===== src/rtl/sram_arbiter_mc_if.sv =====
// sram_arbiter_mc_if: requester bus plus SRAM pin bundle for sram_arbiter_mc.
// The slave modport is the arbiter's view, and the master modport is the
// view seen by the core/SRAM side. Channel k's field in the flattened buses
// sits at [k*W +: W].
interface sram_arbiter_mc_if #(
  parameter int NCH = 4,
  parameter int AW  = 18,
  parameter int DW  = 16
);
  localparam int BL = DW / 8;

  logic [NCH-1:0]    I_REQ;
  logic [NCH-1:0]    I_WE;
  logic [NCH*AW-1:0] I_ADDR;
  logic [NCH*DW-1:0] I_WDATA;
  logic [NCH*BL-1:0] I_BE;
  logic [NCH-1:0]    O_ACK;
  logic [DW-1:0]     O_RDATA;
  logic [AW-1:0]     O_SRAM_A;
  logic [DW-1:0]     O_SRAM_DO;
  logic [DW-1:0]     I_SRAM_DI;
  logic              O_SRAM_WE;
  logic              O_SRAM_OE;
  logic [BL-1:0]     O_SRAM_BW;
  logic              O_BUSY;

  modport slave (
    input  I_REQ, I_WE, I_ADDR, I_WDATA, I_BE, I_SRAM_DI,
    output O_ACK, O_RDATA, O_SRAM_A, O_SRAM_DO, O_SRAM_WE, O_SRAM_OE,
           O_SRAM_BW, O_BUSY
  );

  modport master (
    output I_REQ, I_WE, I_ADDR, I_WDATA, I_BE, I_SRAM_DI,
    input  O_ACK, O_RDATA, O_SRAM_A, O_SRAM_DO, O_SRAM_WE, O_SRAM_OE,
           O_SRAM_BW, O_BUSY
  );
endinterface


===== src/rtl/sram_arbiter_mc.sv =====
// sram_arbiter_mc: round-robin arbiter for NCH requesters sharing one SRAM.
// Each access runs IDLE -> ACCESS (ACC_CYC clocks) -> RECOV (ACK) -> IDLE.
// Every output is registered.
// Optional macro SRAM_ARB_VIDEO_PRIO_EN: channel 0 (video fetch) gets strict
// priority. Channels 1..NCH-1 round-robin among themselves, and a channel 0
// grant leaves last_grant untouched.
module sram_arbiter_mc #(
  parameter int NCH     = 4,
  parameter int AW      = 18,
  parameter int DW      = 16,
  parameter int ACC_CYC = 2
) (
  input  logic                 I_CLK,
  input  logic                 I_RESET,
  sram_arbiter_mc_if.slave     bus
);
  localparam int         BL       = DW / 8;
  localparam int         CW       = (NCH > 1) ? $clog2(NCH) : 1;
  localparam logic [3:0] CNT_LOAD = 4'(ACC_CYC - 1);

  typedef enum logic [1:0] {ST_IDLE, ST_ACCESS, ST_RECOV} state_t;

  state_t        state, state_nxt;
  logic [CW-1:0] last_grant;
  logic [CW-1:0] grant;
  logic          grant_vld;
  logic [CW-1:0] cur_ch;
  logic          cur_we;
  logic [3:0]    cnt;

  logic [NCH-1:0] ack_q;
  logic [DW-1:0]  rdata_q;
  logic [AW-1:0]  a_q;
  logic [DW-1:0]  do_q;
  logic [BL-1:0]  bw_q;
  logic           we_q;
  logic           oe_q;
  logic           busy_q;

  // Pick the next channel, searching from the one after last_grant.
  always_comb begin
    // NOTE: every variable gets a default first so no path can infer a latch.
    int idx;
    idx       = 0;
    grant_vld = 1'b0;
    grant     = '0;
`ifdef SRAM_ARB_VIDEO_PRIO_EN
    if (bus.I_REQ[0]) begin
      grant_vld = 1'b1;
    end else begin
      // last_grant only ever holds 1..NCH-1 here, so wrap back to channel 1.
      for (int i = 1; i < NCH; i++) begin
        idx = int'(last_grant) + i;
        if (idx >= NCH) idx = idx - (NCH - 1);
        if (!grant_vld && bus.I_REQ[CW'(idx)]) begin
          grant_vld = 1'b1;
          grant     = CW'(idx);
        end
      end
    end
`else
    for (int i = 1; i <= NCH; i++) begin
      idx = int'(last_grant) + i;
      if (idx >= NCH) idx = idx - NCH;
      if (!grant_vld && bus.I_REQ[CW'(idx)]) begin
        grant_vld = 1'b1;
        grant     = CW'(idx);
      end
    end
`endif
  end

  // Next-state logic for the access sequencer.
  always_comb begin
    state_nxt = state;
    unique case (state)
      ST_IDLE:   if (grant_vld) state_nxt = ST_ACCESS;
      ST_ACCESS: if (cnt == 4'd0) state_nxt = ST_RECOV;
      ST_RECOV:  state_nxt = ST_IDLE;
      default:   state_nxt = ST_IDLE;
    endcase
  end

  // State register; reset abandons any in-flight access.
  always_ff @(posedge I_CLK or posedge I_RESET) begin
    // NOTE: flops take non-blocking assignments so every register samples pre-edge values.
    if (I_RESET) state <= ST_IDLE;
    else         state <= state_nxt;
  end

  // Latch the granted request, run the strobe counter, and register all outputs.
  always_ff @(posedge I_CLK or posedge I_RESET) begin
    if (I_RESET) begin
      // NOTE: every output flop is reset, because all pins must read 0 while reset is held.
      last_grant <= CW'(NCH - 1);
      cur_ch     <= '0;
      cur_we     <= 1'b0;
      cnt        <= '0;
      ack_q      <= '0;
      rdata_q    <= '0;
      a_q        <= '0;
      do_q       <= '0;
      bw_q       <= '0;
      we_q       <= 1'b0;
      oe_q       <= 1'b0;
      busy_q     <= 1'b0;
    end else begin
      ack_q <= '0;
      case (state)
        ST_IDLE: begin
          if (grant_vld) begin
            cur_ch <= grant;
            cur_we <= bus.I_WE[grant];
            a_q    <= bus.I_ADDR[grant*AW +: AW];
            do_q   <= bus.I_WDATA[grant*DW +: DW];
            bw_q   <= bus.I_WE[grant] ? bus.I_BE[grant*BL +: BL] : '1;
            we_q   <= bus.I_WE[grant];
            oe_q   <= ~bus.I_WE[grant];
            cnt    <= CNT_LOAD;
            busy_q <= 1'b1;
`ifdef SRAM_ARB_VIDEO_PRIO_EN
            if (grant != '0) last_grant <= grant;
`else
            last_grant <= grant;
`endif
          end
        end
        ST_ACCESS: begin
          if (cnt == 4'd0) begin
            we_q          <= 1'b0;
            oe_q          <= 1'b0;
            ack_q[cur_ch] <= 1'b1;
            if (!cur_we) rdata_q <= bus.I_SRAM_DI;
          end else begin
            cnt <= cnt - 4'd1;
          end
        end
        ST_RECOV: busy_q <= 1'b0;
        default: ;
      endcase
    end
  end

  assign bus.O_ACK     = ack_q;
  assign bus.O_RDATA   = rdata_q;
  assign bus.O_SRAM_A  = a_q;
  assign bus.O_SRAM_DO = do_q;
  assign bus.O_SRAM_BW = bw_q;
  assign bus.O_SRAM_WE = we_q;
  assign bus.O_SRAM_OE = oe_q;
  assign bus.O_BUSY    = busy_q;
endmodule


===== src/flat_wrapper.sv =====
// flat-port wrapper written by rule: the top's interface ports become plain ports
module sram_arbiter_mc_flat 
#(
  parameter int NCH     = 4,
  parameter int AW      = 18,
  parameter int DW      = 16,
  parameter int ACC_CYC = 2
)
  (I_CLK, I_RESET, bus_I_REQ, bus_I_WE, bus_I_ADDR, bus_I_WDATA, bus_I_BE, bus_I_SRAM_DI, bus_O_ACK, bus_O_RDATA, bus_O_SRAM_A, bus_O_SRAM_DO, bus_O_SRAM_WE, bus_O_SRAM_OE, bus_O_SRAM_BW, bus_O_BUSY);
  sram_arbiter_mc_if #(.NCH(NCH), .AW(AW), .DW(DW)) bus_i ();
  input  logic I_CLK;
  input  logic I_RESET;
  input wire logic [$bits(bus_i.I_REQ)-1:0] bus_I_REQ;
  input wire logic [$bits(bus_i.I_WE)-1:0] bus_I_WE;
  input wire logic [$bits(bus_i.I_ADDR)-1:0] bus_I_ADDR;
  input wire logic [$bits(bus_i.I_WDATA)-1:0] bus_I_WDATA;
  input wire logic [$bits(bus_i.I_BE)-1:0] bus_I_BE;
  input wire logic [$bits(bus_i.I_SRAM_DI)-1:0] bus_I_SRAM_DI;
  output wire logic [$bits(bus_i.O_ACK)-1:0] bus_O_ACK;
  output wire logic [$bits(bus_i.O_RDATA)-1:0] bus_O_RDATA;
  output wire logic [$bits(bus_i.O_SRAM_A)-1:0] bus_O_SRAM_A;
  output wire logic [$bits(bus_i.O_SRAM_DO)-1:0] bus_O_SRAM_DO;
  output wire logic [$bits(bus_i.O_SRAM_WE)-1:0] bus_O_SRAM_WE;
  output wire logic [$bits(bus_i.O_SRAM_OE)-1:0] bus_O_SRAM_OE;
  output wire logic [$bits(bus_i.O_SRAM_BW)-1:0] bus_O_SRAM_BW;
  output wire logic [$bits(bus_i.O_BUSY)-1:0] bus_O_BUSY;
  assign bus_i.I_REQ = bus_I_REQ;
  assign bus_i.I_WE = bus_I_WE;
  assign bus_i.I_ADDR = bus_I_ADDR;
  assign bus_i.I_WDATA = bus_I_WDATA;
  assign bus_i.I_BE = bus_I_BE;
  assign bus_i.I_SRAM_DI = bus_I_SRAM_DI;
  assign bus_O_ACK = bus_i.O_ACK;
  assign bus_O_RDATA = bus_i.O_RDATA;
  assign bus_O_SRAM_A = bus_i.O_SRAM_A;
  assign bus_O_SRAM_DO = bus_i.O_SRAM_DO;
  assign bus_O_SRAM_WE = bus_i.O_SRAM_WE;
  assign bus_O_SRAM_OE = bus_i.O_SRAM_OE;
  assign bus_O_SRAM_BW = bus_i.O_SRAM_BW;
  assign bus_O_BUSY = bus_i.O_BUSY;
  sram_arbiter_mc #(.NCH(NCH), .AW(AW), .DW(DW), .ACC_CYC(ACC_CYC)) u_core (.I_CLK(I_CLK), .I_RESET(I_RESET), .bus(bus_i));
endmodule

===== config.mk =====
export PLATFORM = sky130hd
export DESIGN_NAME = sram_arbiter_mc_flat
export DESIGN_NICKNAME = d
export VERILOG_FILES = /design/src/rtl/sram_arbiter_mc_if.sv /design/src/rtl/sram_arbiter_mc.sv /design/src/flat_wrapper.sv
export SDC_FILE = /design/constraint.sdc
export NUM_CORES = 1
export LEC_CHECK = 0
export CORE_UTILIZATION = 39
export DETAILED_ROUTE_END_ITERATION = 8
export HOLD_SLACK_MARGIN = 0.08
export PLACE_DENSITY = 0.78
export SLEW_MARGIN = 25
export SYNTH_ARGS = -nofsm -noshare
export SYNTH_HDL_FRONTEND = slang
export SYNTH_SLANG_ARGS = --single-unit

===== constraint.sdc =====
create_clock -name I_CLK -period 3.2 [get_ports I_CLK]
set_clock_uncertainty 0.1 [all_clocks]
set_input_delay 0.32 -clock I_CLK [delete_from_list [all_inputs] [get_ports I_CLK]]
set_output_delay 0.32 -clock I_CLK [all_outputs]
set_load 0.05 [all_outputs]

# Word-level counts from Yosys, hierarchy flattened
# Cells that the tools add are included.
# totals
register_bits	70
in_bits	170
out_inout_bits	59
wordCells	105
# op_classes
add_sub_neg	9
mul	1
order_cmp	11
n_eq_ne	5
shifts	3
n_mux	44
n_bitwise	2
reduce_logical	17
# ops
operator	n
$shiftx 72x8->18	1
$shiftx 64x7->16	1
$mux 2	11
$mux 1	18
$lt 2x4->1 const B	4
$mux 4	4
$bmux 1 s2	5
$ge 3x3->1 const B	3
$reduce_and 3->1	3
$pmux 4 s2	1
$shiftx 8x4->2	1
$sub 2x1->2 const B	4
$add 2x2->3 const B	2
$lt 2x3->1 const B	2
$mul 2x4->6 const B	1
$pmux 1 s2	3
$reduce_and 2->1	3
$add 2x3->4 const B	1
$ge 4x3->1 const B	1
$logic_and 1x1->1	4
$logic_not 4->1	1
$ne 2x1->1 const B	2
$pmux 2 s2	1
$reduce_bool 2->1	2
10 further kinds	13

# Longest topological paths before layout
# Gate-level depths: netlist of run 1.
# depth
ltp_word	21
depth_mapped	8
ltp_nobuf	8

# Worst setup path before layout of run 1
# Ideal clock, no wire load.
# synth_path
kind	reg-to-reg
start	reg u_core.cnt[0]
end	reg u_core.rdata_q[1], in the netlist u_core.bus.O_RDATA[1]
arrival_time_ns	1.833
slack_ns	1.142
stages_incl_launch_ff	8
n_path_buf	1
period_less_slack_ns	2.058
cell_sequence	dfrtp_1 > inv_1 > ha_1 > or3b_1 > nand2b_1 > nor2_4 > buf_4 > mux2_2
# synth_via
elab_chain_len	2
# synth_lines
element	line_no	source
start: declaration	sram_arbiter_mc.sv:29	logic [3:0] cnt;
start signal: assignment	sram_arbiter_mc.sv:135	cnt <= cnt - 4'd1;
$logic_not 4->1	sram_arbiter_mc.sv:129	if (cnt == 4'd0) begin
$reduce_and 3->1 (no source line)	-	
end signal: assignment	sram_arbiter_mc.sv:133	if (!cur_we) rdata_q <= bus.I_SRAM_DI;
end: declaration	sram_arbiter_mc.sv:32	logic [DW-1:0] rdata_q;
# No other way between the ends.
# A chain may end at the register's enable or synchronous reset.

# Worst setup path in the final report of run 1
# layout_path
start	reg u_core.last_grant[0]
end	reg u_core.bw_q[1], in the netlist u_core.bus.O_SRAM_BW[1]
# layout_via
elab_chain_len	19
word_cells_on_any_way	47
classes_between	8 x add/sub; 4 x order compare; 1 x shift; 27 x mux; 7 x reduce/logical
# layout_lines
element	line_no	source
start: declaration	sram_arbiter_mc.sv:24	logic [CW-1:0] last_grant;
start signal: assignment	sram_arbiter_mc.sv:95	last_grant <= CW'(NCH - 1);
start signal: assignment	sram_arbiter_mc.sv:124	last_grant <= grant;
branches (longest 19 deep; another with $add 2x1->3)	-	
end signal: assignment	sram_arbiter_mc.sv:116	bw_q <= bus.I_WE[grant] ? bus.I_BE[grant*BL +: BL] : '1;
end: declaration	sram_arbiter_mc.sv:35	logic [BL-1:0] bw_q;
# Several ways; the timed one is not identified. The select of a mux whose other input is x is not followed.

==> results.yml, run 1 <==
synthesis:
  ys.flop_type: "dfrtp_1"
  yosysWarnings: 0
  syn_inst: 402
  synth_area_leaders: "dfrtp_1, mux2_2, mux2i_1, nand3_1, o211ai_2"
  synth.distinct_cells: 42
  ys_ff_latch: 70
  synthArstFlopShare_pct: 100
  yosys.cell_count.top_type: "nand3_1"
  syn-cell-area_um2: 4260
  avgSynthCellArea_um2: 10.6
  synth_top_area_share_pct: 39.9
  synth_nets: 574
  yosysTopAreaCell: "dfrtp_1"
  synthTopCellsByCount: "nand3_1, dfrtp_1, mux2_2, nand2_1, mux2i_1"
  ys_seq_area_share_pct: 41.1
  synth_edf_count: 0
worst_setup_path:
  startpoint_type: "flip-flop"
  cp.arrival_ps: 2460
  crit_fanout: 28
  path_cells: "nand2b_1 > o21ai_1 > a211oi_4 > buf_12 > nor3b_1 > a211oi_1"
  cpMaxStageDelayCell: "dfstp_2"
  end_kind: "flip-flop"
  critical_path_class: "flip-flop to flip-flop"
  worst_ep_required_time_ps: 3290
  slowest_delay_ps: 580
  reg2reg_slack_ps: 840
clock_network:
  post_cts_buffers: 0
  clock_latency_ps: 330
  hold_buffers: 0
  cts-buffers-inserted: 9
  clockRootBuffer: "clkbuf_8"
  cts_resized: 0
  cts_htree_levels: 3
  clkTransAtPathRegs_ps: 80
  cts_tree: "done"
  cts.sinks: 70
  clockBufferDepth: 2
sta:
  slew-limit-headroom_pct: 58.9
  setup_tns_ps: 0
  fmax_mhz: 423
  final_max_slew_viol_count: 0
  holdWs_ps: 279
  rsz0062_at_grt: "no"
  setup_viol: 0
  worst_pin_slew_ps: 615
  finalCriticalPeriod_ps: 2360
  hold_violations: 0
  fin_crit_sh_pct: 73.8
status:
  status: "complete, no violations"
cells_and_area:
  multiInputGateArea_um2: 2260
  final-seq-area_um2: 1750
  antennaDiodeCount: 0
  nNetsFinal: 791
  n_fill_cell: 858
  area_delta_synth_final_pct: 59.5
  drive_above_1_share_pct: 17.8
global_routing:
  antenna_found_initial: 0
  grt_overflow: 0
  grt_pass1_wl_mm: 19.8
  grt_max_degree: 44
  first_global_vias: 4107
  grtUsageTotal_pct: 22.3
route:
  wl_mm: 12.7
  viasPerCell: 5.18
  vias: 3940
  ant_nets: 0
  drc: 0
  drt-initial-drc-count: 187
  first_pass_iters: 4
  wl_per_cell_um: 16.7
floorplanning:
  start_util_pct: 40.8
  rows: 37
  core_area_um2: 10500
  die_w_um: 107
  dieArea_um2: 11400
  die_y_um: 107
  num_io_pins: 229
pwr:
  total_power_mw: 6.64
  ir_drop_v: 0.000502
  leakage_nw: 2.75
  p_per_area_nw_per_um2: 977
job:
  cap_violations: 0
placement:
  port_buffers: 228
  gp_congestion: 0.791
  hpwlAfterDp_mm: 9.62
hold_path:
  min_path_type: "primary input to async pin"
-- worst max-delay path, delay by kind of cell, from the launching register on --
kind	cells	cell delay (ps)
flops	1	580
simple gates	2	550
buf+inv	1	270
compound gates	3	720
-- per-stage QoR --
stage          setup WS [ps]  cell area [um^2]  util, %  instances
2_1_floorplan           1020              4260        -        402
3_3_place_gp             613              6620     63.3        744
3_5_place_dp             524              6620     63.3        744
4_1_cts                  829              6800     65.0        760
5_1_grt                  711              6800     65.0        760
6_report                 838              6800     65.0        760
-- where the power goes --
part / internal [mW] / switching [mW] / leakage, nW / total, mW
Clock: 0.304 / 0.341 / 0.0897 / 0.646
Combinational: 1.73 / 2.70 / 1.81 / 4.43
Sequential: 1.32 / 0.253 / 0.851 / 1.57
Total: 3.35 / 3.29 / 2.75 / 6.64
-- state kept, by name, indices dropped and copies added, names as in the netlist, 2 cells and up --
signal and flops:
u_core.bus.O_ACK 4, u_core.bus.O_RDATA 16, u_core.bus.O_SRAM_A 18, u_core.bus.O_SRAM_BW 2, u_core.bus.O_SRAM_DO 16, u_core.cnt 4
u_core.cur_ch 2, u_core.last_grant 2, u_core.state 2
-- cell usage in the layout (no fill, tap or decap), types with 2 or more instances in the layout --
master and count:
clkdlybuf4s50_1 228, nand3_1 69, dfrtp_1 68, mux2_2 48, nand2_1 47, mux2i_1 39
o211ai_2 26, nor2_1 14, clkbuf_8 10, o211ai_1 8, buf_4 7, inv_1 5
mux2_1 5, nand2b_1 4, a21oi_1 4, buf_12 4, nor3_1 3, a211oi_4 2
xor2_1 2, o21ai_0 2, ha_1 2, clkinv_2 2, dfstp_2 2
-- cells by family after synthesis --
family	after synthesis	synth area share [%]
AOI/OAI and AO/OA	49	11.9
xor gates and xnor gates	2	0.411
adders and majority gates	2	0.587
buffers and inverters	39	6.19
DFF	70	41.1
muxes	92	23.2
and+or+nand+nor	148	16.6
-- final timing paths --
| check | startpoint | end | depth (start not counted) |
|---|---|---|---|
| worst min-delay path | I_RESET | u_core.bus.O_RDATA[4]$_DFFE_PP0P_ | 2 |
| worst max-delay path | u_core.last_grant[0]$_DFFE_PP1P_ | u_core.bus.O_SRAM_BW[1]$_DFFE_PP0P_ | 6 |
| min in group I_CLK | u_core.bus.O_SRAM_A[1]$_DFFE_PP0P_ | u_core.bus.O_SRAM_A[1]$_DFFE_PP0P_ | 2 |
| max in group asynchronous | I_RESET | u_core.last_grant[1]$_DFFE_PP1P_ | 3 |
| worst max register to register | u_core.last_grant[0]$_DFFE_PP1P_ | u_core.bus.O_SRAM_BW[1]$_DFFE_PP0P_ | 6 |
| worst min register to register | u_core.bus.O_SRAM_A[1]$_DFFE_PP0P_ | u_core.bus.O_SRAM_A[1]$_DFFE_PP0P_ | 2 |
-- per-layer routing --
layer | wire length, um | up-vias | track usage (%) | part of all wire, %
met4 | 285 | 0 | 7.73 | 2.2
met5 | 0 | - | 0 | 0
li1 | - | 1891 | - | -
met3 | 836 | 24 | 5.27 | 6.6
met1 | 5060 | 1851 | 25.2 | 40
met2 | 6540 | 174 | 40.6 | 51
-- layout make-up --
| class | count | share of cell area, % |
|---|---|---|
| Clock buffer | 11 | 2.08 |
| Sequential cell | 70 | 25.8 |
| Timing Repair Buffer | 239 | 35.5 |
| Multi-Input combinational cell | 293 | 33.3 |
| Inverter | 6 | 0.331 |
| Tap cell | 136 | 2.50 |
| Clock inverter | 5 | 0.515 |
(Power assumes the default switching activity.)
==> run 2: changes to the inputs <==
CORE_UTILIZATION = 36   (was 39)
PLACE_DENSITY = 0.76   (was 0.78)
clock period = 2 ns   (was 3.2 ns; I/O delays follow)
==> run 2 against run 1 <==
Against the previous run: the flow now finishes with violations (negative setup slack); non-clock buffer count increased by 49; sequential cell count unchanged; total power increased by 99%; critical path type unchanged; critical endpoint is now u_core.bus.O_SRAM_A[14]$_DFFE_PP0P_.
==> results.yml, run 2 (synthesis gave the netlist of run 1 again) <==
global_routing:
  grt_overflow: 0
  grtUsageTotal_pct: 23.7
  first_global_vias: 4582
  grt_pass1_wl_mm: 23.1
  antenna_found_initial: 0
  grt_max_degree: 34
route:
  wl_per_cell_um: 18.7
  viasPerCell: 5.27
  drt-initial-drc-count: 232
  drc: 0
  vias: 4304
  wl_mm: 15.3
  ant_nets: 0
  first_pass_iters: 4
status:
  status: "finished, violations left"
  violations: "negative setup slack"
clock_network:
  cts_tree: "done"
  clkTransAtPathRegs_ps: 60
  cts.sinks: 70
  clockRootBuffer: "clkbuf_16"
  cts_htree_levels: 3
  clock_latency_ps: 320
  cts-buffers-inserted: 9
  clockBufferDepth: 2
sta:
  setup_tns_ps: -2910
  hold_violations: 0
  fin_crit_sh_pct: 105
  finalCriticalPeriod_ps: 2110
  slew-limit-headroom_pct: 63.2
  worst_pin_slew_ps: 550
  rsz0062_at_grt: "yes"
  fmax_mhz: 474
  setup_viol: 51
  fin_ws_ps: -110
  final_max_slew_viol_count: 0
placement:
  hpwlAfterDp_mm: 10.3
  port_buffers: 228
  gp_congestion: 0.802
floorplanning:
  core_area_um2: 11500
  rows: 39
  num_io_pins: 229
  start_util_pct: 37.2
  die_y_um: 111
  die_w_um: 111
  dieArea_um2: 12300
cells_and_area:
  area_delta_synth_final_pct: 87.3
  layout_common_cells: "clkdlybuf4s50_1, nand3_1, dfrtp_1"
  drive_above_1_share_pct: 29.1
  nNetsFinal: 840
  n_fill_cell: 817
  antennaDiodeCount: 0
  largest_register_ffs: 18
  final_common_cell: "clkdlybuf4s50_1"
pwr:
  pwr-share-comb_pct: 68.2
  leakage_nw: 3.33
  total_power_mw: 13.2
  p_sw_share_pct: 44.8
  power_frac_clock_pct: 12.4
  p_seq_share_pct: 19.4
  p_per_area_nw_per_um2: 1660
  p_int_mw: 7.30
  power_switching_mw: 5.93
  ir_drop_v: 0.00133
worst_setup_path:
  endpoint: "u_core.bus.O_SRAM_A[14]$_DFFE_PP0P_"
  reg2reg_slack_ps: -110
  end_kind: "flip-flop"
  startpoint: "u_core.last_grant[0]$_DFFE_PP1P_"
  crit_fanout: 8
  startpoint_type: "flip-flop"
  cp.arrival_ps: 2260
  critical_path_class: "flip-flop to flip-flop"
  worst_ep_required_time_ps: 2150
  r2r_start: "u_core.last_grant[0]$_DFFE_PP1P_"
  timing.rr.end: "u_core.bus.O_SRAM_A[14]$_DFFE_PP0P_"
  reg2regPathDepth: 8
job:
  cap_violations: 0
hold_path:
  min_path_type: "primary input to async pin"
-- run 2: layout make-up --
type / instances / area (um^2) / area share, %
clock buffers: 12 / 256 / 3.21
clock inverters: 4 / 55.1 / 0.689
inverters: 6 / 26.3 / 0.329
multi-input cells: 293 / 2640 / 33.0
flip-flops and latches: 70 / 1750 / 22.0
well taps: 143 / 179 / 2.24
repair buffers: 288 / 3080 / 38.6
-- run 2: critical path, cell delays in order, from the launching register on --
cell and delay, ps:
dfstp_2 560, nand2b_4 150, o21ai_4 60, a211oi_4 260, buf_4 160, buf_12 160, clkbuf_16 170, mux2_2 340
o211ai_2 70
-- run 2: metal layers --
layer	GRT usage, %	wire (um)	vias to the layer above	part of all wire (%)
li1	-	-	1980	-
met1	26.6	6000	2085	39
met2	43.4	7880	202	52
met3	4.92	838	37	5.5
met4	9.33	555	0	3.6
met5	0	0	-	0
-- run 2: worst min-delay path by stage --
| stage | start | slack [ps] | cells after the start | to |
|---|---|---|---|---|
| after floorplan | bus_I_SRAM_DI[0] | 230 | 1 | u_core.bus.O_RDATA[0]$_DFFE_PP0P_ |
| after global placement | u_core.bus.O_RDATA[4]$_DFFE_PP0P_ | 370 | 1 | u_core.bus.O_RDATA[4]$_DFFE_PP0P_ |
| after global routing | I_RESET | 100 | 2 | u_core.bus.O_RDATA[0]$_DFFE_PP0P_ |
| after detailed placement | u_core.bus.O_SRAM_A[16]$_DFFE_PP0P_ | 370 | 2 | u_core.bus.O_SRAM_A[16]$_DFFE_PP0P_ |
| after CTS | I_RESET | 80 | 2 | u_core.bus.O_RDATA[0]$_DFFE_PP0P_ |
| final | I_RESET | 90 | 2 | u_core.bus.O_RDATA[0]$_DFFE_PP0P_ |
-- run 2: repair_timing --
action	4_1_cts	5_1_grt
endpoints found under the setup margin	55	55
pin swaps	7	17
hold buffers	0	0
resized for setup	29	69
buffers inserted	11	6
gates cloned	3	7
-- run 2: stage by stage --
step | hold slack (ps) | instances | utilization (%) | setup slack [ps] | cell area (um^2)
after floorplan | 235 | 402 | - | 16.5 | 4280
after global placement | 366 | 775 | 60.2 | -350 | 6900
after detailed placement | 370 | 775 | 60.2 | -438 | 6900
after CTS | 84.4 | 805 | 65.5 | -58.7 | 7510
after global routing | 105 | 816 | 69.6 | -184 | 7990
final | 87.1 | 816 | 69.6 | -110 | 7990
-- run 2: power groups by stage --
stage | Clock (mW) | Sequential [mW] | Combinational, mW
floorplan | 0 | 4.41 | 3.19
global placement | 0 | 2.53 | 7.39
detailed placement | 0 | 2.55 | 7.59
CTS | 1.67 | 2.55 | 8.16
global route | 1.75 | 2.64 | 9.49
finish | 1.64 | 2.57 | 9.02
